==> src/rtl/riscv_hazard_unit.sv <==
// Hazard detection and control for the 5-stage RISC-V pipeline.
// The fetch-enable and flush/bubble controls are purely combinational.
// Two clocked counters record load-use stall cycles and control-flush
// cycles for performance monitoring.
module riscv_hazard_unit #(
    parameter int CNT_W = 32
) (
    input  logic             clk,
    input  logic             rst,
    input  logic [4:0]       id_reg1_idx,
    input  logic [4:0]       id_reg2_idx,
    input  logic             pc_jump_enable,
    input  logic [4:0]       ex_reg_wr_idx,
    input  logic             ex_do_mem_read_en,
    output logic             hazard_fe_enable,
    output logic             hazard_if_id_clear,
    output logic             hazard_id_ex_clear,
    output logic [CNT_W-1:0] stall_count,
    output logic [CNT_W-1:0] flush_count
);

    localparam logic [CNT_W-1:0] CNT_ONE  = {{(CNT_W-1){1'b0}}, 1'b1};
    localparam logic [CNT_W-1:0] CNT_ZERO = {CNT_W{1'b0}};

    logic             load_use_s;
    logic             ctrl_s;
    logic             stall_evt_s;
    logic             flush_evt_s;
    logic [CNT_W-1:0] stall_count_r;
    logic [CNT_W-1:0] flush_count_r;

    // Detect a load in EX whose destination feeds either ID source (never x0).
    always_comb begin
        load_use_s = 1'b0;
        if (ex_do_mem_read_en && (ex_reg_wr_idx != 5'd0) &&
            ((ex_reg_wr_idx == id_reg1_idx) || (ex_reg_wr_idx == id_reg2_idx))) begin
            load_use_s = 1'b1;
        end else begin
            load_use_s = 1'b0;
        end
    end

    assign ctrl_s = pc_jump_enable;

    // Prioritised pipeline controls: redirect beats load-use, which beats idle.
    always_comb begin
        hazard_fe_enable   = 1'b1;
        hazard_if_id_clear = 1'b0;
        hazard_id_ex_clear = 1'b0;
        stall_evt_s        = 1'b0;
        flush_evt_s        = 1'b0;
        if (ctrl_s) begin
            // Wrong-path instructions in IF/ID and ID/EX are both squashed.
            hazard_fe_enable   = 1'b1;
            hazard_if_id_clear = 1'b1;
            hazard_id_ex_clear = 1'b1;
            flush_evt_s        = 1'b1;
        end else if (load_use_s) begin
            // Hold PC and IF/ID; send one bubble into EX.
            hazard_fe_enable   = 1'b0;
            hazard_if_id_clear = 1'b0;
            hazard_id_ex_clear = 1'b1;
            stall_evt_s        = 1'b1;
        end else begin
            hazard_fe_enable   = 1'b1;
            hazard_if_id_clear = 1'b0;
            hazard_id_ex_clear = 1'b0;
        end
    end

    // Event counters; reset is checked first so X controls cannot leak in.
    always_ff @(posedge clk) begin
        if (rst) begin
            stall_count_r <= CNT_ZERO;
            flush_count_r <= CNT_ZERO;
        end else begin
            if (stall_evt_s) begin
                stall_count_r <= stall_count_r + CNT_ONE;
            end else begin
                stall_count_r <= stall_count_r;
            end
            if (flush_evt_s) begin
                flush_count_r <= flush_count_r + CNT_ONE;
            end else begin
                flush_count_r <= flush_count_r;
            end
        end
    end

    assign stall_count = stall_count_r;
    assign flush_count = flush_count_r;

endmodule

==> config.mk <==
export PLATFORM = sky130hd
export DESIGN_NAME = riscv_hazard_unit
export DESIGN_NICKNAME = d
export VERILOG_FILES = /design/src/rtl/riscv_hazard_unit.sv
export SDC_FILE = /design/constraint.sdc
export NUM_CORES = 1
export LEC_CHECK = 0
export CORE_ASPECT_RATIO = 2
export CORE_MARGIN = 2
export CORE_UTILIZATION = 49
export CTS_CLUSTER_DIAMETER = 30
export DETAILED_ROUTE_END_ITERATION = 16
export HOLD_SLACK_MARGIN = 0.02
export PLACE_DENSITY_LB_ADDON = 0.25
export SYNTH_ARGS = -nofsm -noshare
export SYNTH_HDL_FRONTEND = slang
export SYNTH_SLANG_ARGS = --single-unit
==> constraint.sdc <==
create_clock -name clk -period 2.3 [get_ports clk]
set_input_delay 0.345 -clock clk [delete_from_list [all_inputs] [get_ports clk]]
set_output_delay 0.345 -clock clk [all_outputs]
set_load 0.02 [all_outputs]
# [Yosys cells after proc, flatten, opt, wreduce, memory -nomap -nowiden]
# Index checks and enable logic that the tools add are counted.
[totals] ff_bits=64 latchBits=0 ramBits=0 mem_bits_ro=0 inputBits=19 out_inout_bits=67 word_cells=17 n_memories=0
[op_classes] addsub=2 n_mul=0 n_div=0 n_lt_le_gt_ge=0 eq_ne=2 shift=0 muxes=7 n_bitwise=0 n_reduce_logical=4
[ops] op="32-bit by 1-bit adder with 32-bit output, second input constant" n=2
[ops] op="5-bit == test" n=2
[ops] op="1-bit 2-to-1 mux" n=7
[ops] op="5-bit nonzero test" n=1
[ops] op="1-bit logical AND" n=2
[ops] op="1-bit logical OR" n=1

# [Logic depth before layout (Yosys ltp)]
[logic_depth] word_depth=6 depth_mapped=7 ltp_nobuf=6

# [Worst setup path before layout]
# Ideal clock, no wire load.
[synth_path] kind="register -> register" startpoint="register stall_count_r[3], in the netlist stall_count[3]" endpoint="register stall_count_r[30], in the netlist stall_count[30]" setup_ns=0.121 t_arrival_ns=1.937 required_ns=2.179 setup_slack_ns=0.242 path_stages_with_launch=6 n_path_buf=0 period_less_slack_ns=2.058 cell_sequence="dfxtp_1 -> nand4_4 -> nor4_4 -> nand2_1 -> nor4_1 -> mux2_2"
[synth_via] elab_chain_cells=1
[synth_rtl] element="from (decl)" line_no="29" rtl="logic [CNT_W-1:0] stall_count_r;"
[synth_rtl] element="from (signal assigned)" line_no="78" rtl="stall_count_r <= stall_count_r + CNT_ONE;"
[synth_rtl] element="from (signal assigned)" line_no="80" rtl="stall_count_r <= stall_count_r;"
[synth_rtl] element="32-bit by 1-bit adder with 32-bit output" line_no="78"
# Every way passes these cells.
# A chain may end at the register's enable or synchronous reset.

# [Worst setup path after layout]
[layout_path] startpoint="input port ex_reg_wr_idx[4]" endpoint="output port hazard_id_ex_clear"
[layout_via] elab_chain_cells=6 word_cells_on_any_way=9 classes_between="eq/ne: 2; mux: 3; reduce/logical: 4"
[layout_rtl] element="from (decl)" line_no="13" rtl="input logic [4:0] ex_reg_wr_idx,"
[layout_rtl] element="5-bit == test or 5-bit nonzero test (tied branches)" line_no="36, 35"
[layout_rtl] element="1-bit logical OR or 1-bit logical AND (tied branches)" line_no="36, 35"
[layout_rtl] element="1-bit logical AND *" line_no="35" rtl="if (ex_do_mem_read_en && (ex_reg_wr_idx != 5'd0) &&"
[layout_rtl] element="1-bit 2-to-1 mux *" line_no="35"
[layout_rtl] element="1-bit 2-to-1 mux *" line_no="58" rtl="end else if (load_use_s) begin"
[layout_rtl] element="1-bit 2-to-1 mux *" line_no="52" rtl="if (ctrl_s) begin"
[layout_rtl] element="to (decl)" line_no="17" rtl="output logic hazard_id_ex_clear,"
# Mark *: on every way between the ends. The rest lies on a longest branch, timed or not.

==> flow_summary.ini <==
[outcome]
status = complete, no violations

[power]
p_sw_mw = 0.548
p_leak_nw = 1.53
seq_power_share_pct = 44.0
internal_power_mw = 2.00
totalPowerFinal_mw = 2.54
vdd_drop_max_mv = 0.508
combPwrFrac_pct = 6.7
power_density_mw_per_mm2 = 539
p_clk_share_pct = 49.3
swShare_pct = 21.5

[layout]
area_delta_synth_final_pct = 42.5
seqCellArea_mm2 = 0.00128
drive_above_1_share_pct = 13.7
utilization_pct = 71.8
nNetsFinal = 516
layoutNonFillerInstCount = 586
multi_input_area_mm2 = 0.00193
fill_cells = 518
stdcell_area_mm2 = 0.00471
diodes = 0

[timing]
fin_crit_ps = 2270
setup_slack_ps = 27.9
clock.fmax_ghz = 0.440
finalHoldViolations = 0
slew_viol_final = 0
hold_slack_ps = 482
setup-violations-final = 0
final.setup_skew_ps = 5.26
rsz0062_at_grt = no
worstMarginPinSlew_ps = 627
fin_tns_setup_ps = 0
relSlewSlack_pct = 58.2
min_period_over_period_pct = 98.8

[die]
die_area_mm2 = 0.00746
rows = 42
die_height_um = 120
die-width_um = 62.1
ios = 86
coreArea_mm2 = 0.00657
start_util_pct = 50.3

[drt]
first_pass_iters = 4
wire_per_inst_um = 15.2
vias = 3333
drc = 0
vias_per_cell = 5.69
routed_wl_um = 8910
ant_nets = 0
dr.first_iter.drc_count = 220

[grt]
grt_pass1_vias = 3137
grt_first_pass_wirelength_um = 14100
grt-ovfl-total = 0
grt_usage_pct = 24.9
grt_max_degree = 37
antenna_found_initial = 0

[synth]
synth-async-reset-ratio_pct = 0
synthCells = 396
synth.distinct_cells = 42
synthFlopType = dfxtp_1
yosysSeqAreaShare_pct = 38.7
syn_avg_cell_area_um2 = 8.35
yosysMostFrequentCell = dfxtp_1
synth_common_cells = dfxtp_1, nor2_1, a21oi_1
yosys_warnings = 0
syn-cell-area_mm2 = 0.00331
synth_area_leaders = dfxtp_1, or4_1, a21oi_1, o31ai_1, nor2_1
synthesis.nets = 417
synth_edf_count = 0
synth_top_cell_by_area = dfxtp_1
synth_seq_cells = 64
synth_top_area_share_pct = 38.7

[worst_setup_path]
start_kind = input pin
path_class = in -> out
cp_max_fo = 3
cp-end-kind = output port
reg2regPathDepth = 5
cp.arrival_ps = 1930
crit_required_ps = 1960

[placed_design]
port_buffers = 85
dp_hpwl_um = 6390
gp_congestion = 0.904
pre_cts_ws_ps = -482
placed_cell_area_mm2 = 0.00440
dp.cells = 572

[clocking]
htree_levels = 3
cts_buffers = 9
clkSinkCount = 64
clk_pin_slew_ps = 50
clk_root_buffer_cell = clkbuf_16
post-cts-setup-buffers = 0
insertion_delay_ps = 330
hold_buffers = 0
cts_tree = done
clk_path_buf_depth = 2

[min_path]
holdPathStages = 2
hold_path_class = reg -> reg

[flow_run]
cap_violations = 0
## path summary, 6_finish.rpt
check	startpoint	to	slack, ps
worst min register to register	stall_count[31]$_SDFFE_PP0P_	stall_count[31]$_SDFFE_PP0P_	480
worst max register to register	flush_count[15]$_SDFFE_PP0P_	flush_count[31]$_SDFFE_PP0P_	190
worst min-delay path	stall_count[31]$_SDFFE_PP0P_	stall_count[31]$_SDFFE_PP0P_	480
worst max-delay path	ex_reg_wr_idx[4]	hazard_id_ex_clear	30
## kinds of logic (layout without fill, tap and decap cells)
kind of cell / count (synthesis) / after routing / synth area share, %
multiplexers: 9 / 9 / 2.99
adder cells (fa/ha/maj): 2 / 2 / 0.757
flip-flops: 64 / 64 / 38.7
AO/OA/AOI/OAI: 70 / 70 / 12.5
buffers and inverters: 35 / 137 / 4.35
XOR/XNOR: 31 / 31 / 8.21
AND/OR/NAND/NOR: 185 / 185 / 32.4
## routing by layer
| metal | GRT usage, % | part of all wire, % | vias up |
|---|---|---|---|
| met5 | 0 | 0 | - |
| met4 | 11.4 | 2.0 | 0 |
| met3 | 5.03 | 4.3 | 13 |
| met2 | 44.6 | 58 | 73 |
| met1 | 25.8 | 36 | 1603 |
| li1 | - | - | 1644 |
## layout make-up
type                            count  share of cell area [%]
Inverter                           12                   0.956
Multi-Input combinational cell    297                    41.0
Tap cell                           88                    2.34
Clock buffer                       14                    5.81
Sequential cell                    64                    27.2
Timing Repair Buffer              111                    22.7
## power groups by stage
stage	combinational, mW	clock (mW)	sequential, mW
floorplan	0.0723	0	1.15
global route	0.182	1.31	1.12
detailed placement	0.165	0	1.14
finish	0.170	1.25	1.12
global placement	0.160	0	1.14
CTS	0.166	1.28	1.12
## cells in the final DEF (no fill, tap or decap), types with 2 or more instances in the layout
cell / Yosys / final
ha_1: 2 / 2
nor3_2: 1 / 2
or4_1: 24 / 23
clkbuf_16: 0 / 9
a21oi_1: 34 / 34
buf_2: 7 / 2
and4_1: 3 / 3
mux2i_1: 2 / 2
or3_1: 12 / 12
clkbuf_1: 15 / 2
nand2_1: 24 / 24
o31ai_1: 22 / 22
o21ai_0: 11 / 11
clkbuf_8: 0 / 3
and4_4: 2 / 2
nand2b_1: 4 / 4
nor4_2: 0 / 3
nor4_1: 7 / 4
nand3_1: 14 / 14
buf_4: 1 / 24
or4_4: 1 / 2
nor2b_1: 6 / 6
dfxtp_1: 64 / 64
inv_1: 12 / 12
xor2_1: 15 / 14
mux2_2: 7 / 7
and3_1: 2 / 2
clkdlybuf4s50_1: 0 / 79
nor3_1: 15 / 14
nand4_1: 18 / 18
dlygate4sd2_1: 0 / 2
buf_12: 0 / 3
xnor2_1: 16 / 16
nor2_1: 41 / 40
## what timing repair did
action | in CTS | in global routing
gates resized for setup | 14 | 6
endpoints found under the setup margin | 2 | 8
pin swaps | 3 | 3
## registers in the layout, summed over array words and instances, names as in the netlist
register	flops
flush_count	32
stall_count	32
## critical path, cell delays in order
cell             delay [ps]
clkdlybuf4s50_1         550
xor2_1                  250
nor3_2                   80
a22oi_2                 260
buf_4                   180
o21bai_1                 90
buf_4                   160
No activity file was read; power rests on OpenSTA's default activity.
